===== config.mk =====
export PLATFORM = sky130hd
export DESIGN_NAME = length_load_counter
export DESIGN_NICKNAME = d
export VERILOG_FILES = /design/src/rtl/length_load_counter.sv
export SDC_FILE = /design/constraint.sdc
export NUM_CORES = 1
export LEC_CHECK = 0
export CAP_MARGIN = 25
export CORE_UTILIZATION = 45
export DETAILED_ROUTE_END_ITERATION = 10
export PLACE_DENSITY_LB_ADDON = 0.05
export SLEW_MARGIN = 20
export SYNTH_ARGS = -nofsm -noshare
export SYNTH_HDL_FRONTEND = slang
export SYNTH_SLANG_ARGS = --single-unit

===== constraint.sdc =====
create_clock -name clk -period 3.61 [get_ports clk]
set_input_delay 0.361 -clock clk [delete_from_list [all_inputs] [get_ports clk]]
set_output_delay 0.361 -clock clk [all_outputs]
set_load 0.005 [all_outputs]

===== src/rtl/length_load_counter.sv =====
// length_load_counter: programmable-length terminal-count detector plus loadable address counter
module length_load_counter #(
    parameter int LENGTH_WIDTH  = 32,
    parameter int ADDRESS_WIDTH = 40
) (
    input  logic                     clk,
    input  logic                     rst,
    input  logic                     enable,
    input  logic [LENGTH_WIDTH-1:0]  end_val,
    input  logic                     length_load,
    output logic                     count_event,
    input  logic [ADDRESS_WIDTH-1:0] start_val,
    input  logic                     address_load,
    output logic [ADDRESS_WIDTH-1:0] count_val
);
    logic [LENGTH_WIDTH-1:0]  count_q;
    logic [LENGTH_WIDTH-1:0]  end_q;
    logic [LENGTH_WIDTH-1:0]  end_eff;
    logic [ADDRESS_WIDTH-1:0] addr_q;

    // Length section: end register captures on load, counter free-runs while enabled
    always_ff @(posedge clk or posedge rst) begin
        if (rst) begin
            count_q <= '0;
            end_q   <= '0;
        end else begin
            if (length_load) end_q <= end_val;
            if (enable) count_q <= count_q + 1'b1;
        end
    end

    // Address section: a load wins over an increment on the same edge
    always_ff @(posedge clk or posedge rst) begin
        if (rst) addr_q <= '0;
        else if (address_load) addr_q <= start_val;
        else if (enable) addr_q <= addr_q + 1'b1;
    end

    // A zero length behaves as a one-cycle run so the event still fires at count 0
    assign end_eff     = (end_q == '0) ? LENGTH_WIDTH'(1) : end_q;
    assign count_event = (count_q == end_eff - LENGTH_WIDTH'(1));
    assign count_val   = addr_q;
endmodule


== Yosys cells after proc, flatten, opt, wreduce, memory -nomap -nowiden ==
Index checks and enable logic that the tools add are counted.

* Input bits: 77
* Flip-flop bits (word level): 104

* Muxes and demuxes: 3
* Reductions and logical operators: 2
* Eq/ne operators: 1
* Add/subtract/negate cells: 3

{| class="wikitable"
|+ Operators with widths
! kind !! number
|-
| 2-to-1 mux 40 bit || 2
|-
| adder 40 x 1 -> 40 bit, second input constant || 1
|-
| adder 32 x 1 -> 32 bit, second input constant || 1
|-
| equality test 32 bit || 1
|-
| logical NOT 32 bit || 1
|-
| 2-to-1 mux 32 bit || 1
|-
| subtractor 32 x 1 -> 32 bit, second input constant || 1
|-
| nonzero test 2 bit || 1
|}

== Logic depth before layout (Yosys ltp) ==
* Depth after elaboration: 4
* Depth in mapped cells: 13
* Depth with buffers taken out: 12

== Worst setup path before layout ==
No wires, ideal clock.

* Path type: register to output
* Start: reg end_q[17]
* End: out count_event
* Stages on the path, launching flop included: 14
* Data arrival time: 3640 ps
* Path slack: -391 ps
* Cells stage by stage: dfrtp_1 -> buf_2 -> or4_1 -> or4_4 -> nor4_4 -> a21oi_1 -> ha_1 -> or4b_1 -> or4_4 -> nor4_4 -> xnor2_1 -> a2111oi_2 -> nand4_1 -> nor4_2

* Cells in the longest elaborated chain, start to end: 4

{| class="wikitable"
|+ Ends and longest elaborated chain
! what !! RTL line !! RTL
|-
| start, declared || 17 || <nowiki>logic [LENGTH_WIDTH-1:0] end_q;</nowiki>
|-
| start signal, assigned || 27 || <nowiki>if (length_load) end_q <= end_val;</nowiki>
|-
| logical NOT 32 bit || 40 || <nowiki>assign end_eff = (end_q == '0) ? LENGTH_WIDTH'(1) : end_q;</nowiki>
|-
| 2-to-1 mux 32 bit (*) || 40 ||
|-
| subtractor 32 x 1 -> 32 bit (*) || 41 || <nowiki>assign count_event = (count_q == end_eff - LENGTH_WIDTH'(1));</nowiki>
|-
| equality test 32 bit (*) || 41 ||
|-
| end, declared || 11 || <nowiki>output logic count_event,</nowiki>
|}

Mark *: on every way between the ends. The rest lies on a longest branch, timed or not.

== Worst setup path in the final report ==
* Start: reg end_q[20]
* End: out count_event

Same word-level chain as after synthesis.

==> impl_metrics.py <==
metrics = {
    "run_status": {
        "outcome": "finished with violations",
        "failed_checks": "setup timing",
    },
    "clock_tree": {
        "clock_latency_ps": 360,
        "cts_inserted_buffers": 9,
        "holdBufCountCts": 0,
        "cts_sinks": 104,
        "clk_path_buf_depth": 2,
        "cts_setup_buffers": 0,
        "cts.clk_slew.worst_paths_ps": 80,
        "htreeDepth": 3,
        "cts_tree": "yes",
        "clock-root-buffer": "clkbuf_16",
    },
    "floorplanning": {
        "die_w_um": 116.9,
        "core_um2": 12720,
        "fp.dieArea_um2": 13650,
        "die_h_um": 116.9,
        "rows": 41,
        "start_util": 0.4666,
        "io_pins": 118,
    },
    "logic_synthesis": {
        "avgSynthCellArea_um2": 9.699,
        "async_flop_share": 1.000,
        "synth_top_cell_area_share": 0.4384,
        "syn_nets": 692,
        "synthCells": 612,
        "synth_area_leaders": "dfrtp_1 (44%), xnor2_1 (9.4%), xor2_1 (6.3%), mux2_2 (6.1%), nand2_1 (4.9%)",
        "ys_seq_area_frac": 0.4384,
        "yosys.area.top_type": "dfrtp_1",
        "synth_edf_count": 0,
        "synth_seq_cells": 104,
        "yosys_warnings": 0,
        "synth_cell_types": 54,
        "syn_area_um2": 5936,
        "synth_ff_type": "dfrtp_1",
    },
    "critical_path": {
        "crit_path_frequent_cell": "or4_4",
        "critPathMaxFanout": 6,
        "cp.required_ps": 3250,
        "arrival_ps": 3770,
        "cp_top_family": "simple AND/OR/NAND/NOR gates",
        "critical_path_class": "reg -> out",
        "critical_path.slowest_cell": "or4_4",
        "cp-start-kind": "register",
        "worst-path-buf-inv": 2,
        "crit_chain": "or4_4 > or4_4 > nor4_4 > a21oi_2 > ha_2 > or4b_4 > or4_4 > buf_4 > or3_2 > nand2_1 > o211ai_1 > nor4_2 > buf_2",
        "crit_path_max_incr_delay_ps": 600,
        "end_kind": "primary output",
    },
    "global_route": {
        "busiest_layer": "met2",
        "grt_max_degree": 65,
        "grt_pass1_vias": 5090,
        "gr-usage-met1": 0.3151,
        "grt_pass1_wl_um": 25270,
        "gr-usage-met3": 0.05973,
        "grt_usage": 0.2439,
        "overflow": 0,
        "gr-usage-met2": 0.4020,
        "antenna_found_initial": 0,
    },
    "power": {
        "power_leakage_nw": 3.207,
        "max-vdd-ir-drop_mv": 0.2720,
        "p_per_area_nw_per_um2": 394.2,
    },
    "sta": {
        "grt_setup_unrepaired": "true",
        "fin_crit_sh": 1.144,
        "finalMaxSlewViolations": 0,
        "worstMarginPinSlew_ps": 813.9,
        "finClkSkew_ps": 7.722,
        "setup_ws_ps": -519.7,
        "report.final.hold_viol_count": 0,
        "setup_viol_count_final": 1,
        "period_needed_ps": 4130,
        "fmax_mhz": 242.1,
        "hold_ws_ps": 498.0,
        "maxSlewHeadroom": 0.4574,
    },
    "detailed_routing": {
        "ant_nets": 0,
        "via_per_inst": 5.423,
        "wl_um": 15560,
        "drc_errors": 0,
        "vias": 5146,
        "routedWlPerCell_um": 16.40,
        "drt_iter0_markers": 329,
        "dr.pass1.iters": 5,
    },
    "layout": {
        "area_growth_syn_to_layout_pct": 34.61,
        "multi_input_area_um2": 3218,
        "fill_cells": 1137,
        "insertedDiodeCount": 0,
        "drive_above_1_share": 0.1622,
        "nNetsFinal": 852,
        "regArea_um2": 2603,
        "utilization": 0.6280,
        "finalNonFillerCells": 949,
    },
    "placed_design": {
        "place_hpwl_um": 11660,
        "place_congestion": 0.9018,
        "dp.cells": 933,
        "io_buffers": 117,
    },
    "worst_hold_path": {
        "hp-class": "in -> reg",
    },
    "flow_run": {
        "maxCapViolations": 0,
    },
}
## cells in the mapped netlist (11+ instances only)
library cell,number
and3_1,17
clkbuf_1,17
dfrtp_1,104
mux2_2,32
nand2_1,77
nand3_1,30
nand4_1,15
nor2_1,34
nor3_1,19
nor4_1,11
o21ai_0,47
xnor2_1,64
xor2_1,43
## cells by family after synthesis
kind of cell / share of synthesized area
and+or+nand+nor: 0.2308
xor gates and xnor gates: 0.1579
DFF: 0.4384
AOI/OAI and AO/OA: 0.07926
buffers and inverters: 0.02487
muxes: 0.06240
adders and majority gates: 0.006324
## final cells by class
cell class                 count  share of cell area
inverter                      10            0.005011
timing repair buffer         172              0.2001
clock inverter                 7             0.01127
tap                          172             0.02693
sequential                   104              0.3257
multi-input combinational    475              0.4028
clock buffer                   9             0.02819
## power breakdown
part           switching (W)  internal, W  total, W
logic               0.000289     0.000399  0.000687
registers           0.000156      0.00128   0.00144
clock network       0.000473     0.000554   0.00103
total               0.000918      0.00223   0.00315
## state kept, by name (all words and copies together) (netlist names)
register	cells
count_q	32
count_val	40
end_q	32
## per-layer routing
metal	vias up	wire, µm
li1	2478	-
met5	-	0
met2	131	7464
met3	24	815
met1	2513	7003
met4	0	278
## layout by cell type (no fill, tap or decap), types with 3 or more instances in the layout
cell type and count:
clkbuf_16 9, nor2_1 34, clkdlybuf4s50_1 115, and4_1 8, o31a_1 3, nor3_1 18
and2_1 4, nand2_1 77, dfrtp_1 104, and3_1 17, nand3_1 30, inv_1 9
mux2_2 32, nor2b_1 4, nand4_1 15, or4_1 7, nor4_1 11, or4_4 6
buf_4 53, xnor2_1 64, a211oi_1 4, or3_1 6, xor2_1 43, o21ai_0 46
## repair_timing
action                                  CTS  global route
pin swaps                                 4             0
endpoints found under the setup margin    1             1
resized for setup                         4             2
## final timing paths
check	end	slack (ps)	cells after the start	startpoint
worst min-delay path	count_val[34]$_DFFE_PP0P_	500	3	address_load
worst max register to register	count_val[31]$_DFFE_PP0P_	1130	7	count_val[11]$_DFFE_PP0P_
min in group asynchronous	count_val[12]$_DFFE_PP0P_	510	2	rst
worst min register to register	count_q[29]$_DFFE_PP0P_	510	1	count_q[29]$_DFFE_PP0P_
worst max-delay path	count_event	-520	13	end_q[20]$_DFFE_PP0P_
max in group asynchronous	end_q[15]$_DFFE_PP0P_	2370	3	rst
## through the flow
stage / total power, W / TNS (ps) / area [µm²] / worst slack [ps]
final: 0.003150 / -519.7 / 7990 / -519.7
after global routing: 0.003315 / -707.8 / 7990 / -707.8
after CTS: 0.003179 / -548.3 / 7984 / -548.3
after detailed placement: 0.002141 / -615.3 / 7674 / -615.3
after global placement: 0.002117 / -608.7 / 7654 / -608.7
after floorplan: 0.001792 / -104.6 / 5964 / -104.6
## worst register-to-register path: stages, from the launching register on
cell	delay, ps
dfrtp_1	430
and3_1	290
nand4_1	180
or4_1	620
or2_0	380
nor2_1	180
xnor2_1	130
o21ai_0	100
No activity file was read; power rests on OpenSTA's default activity.
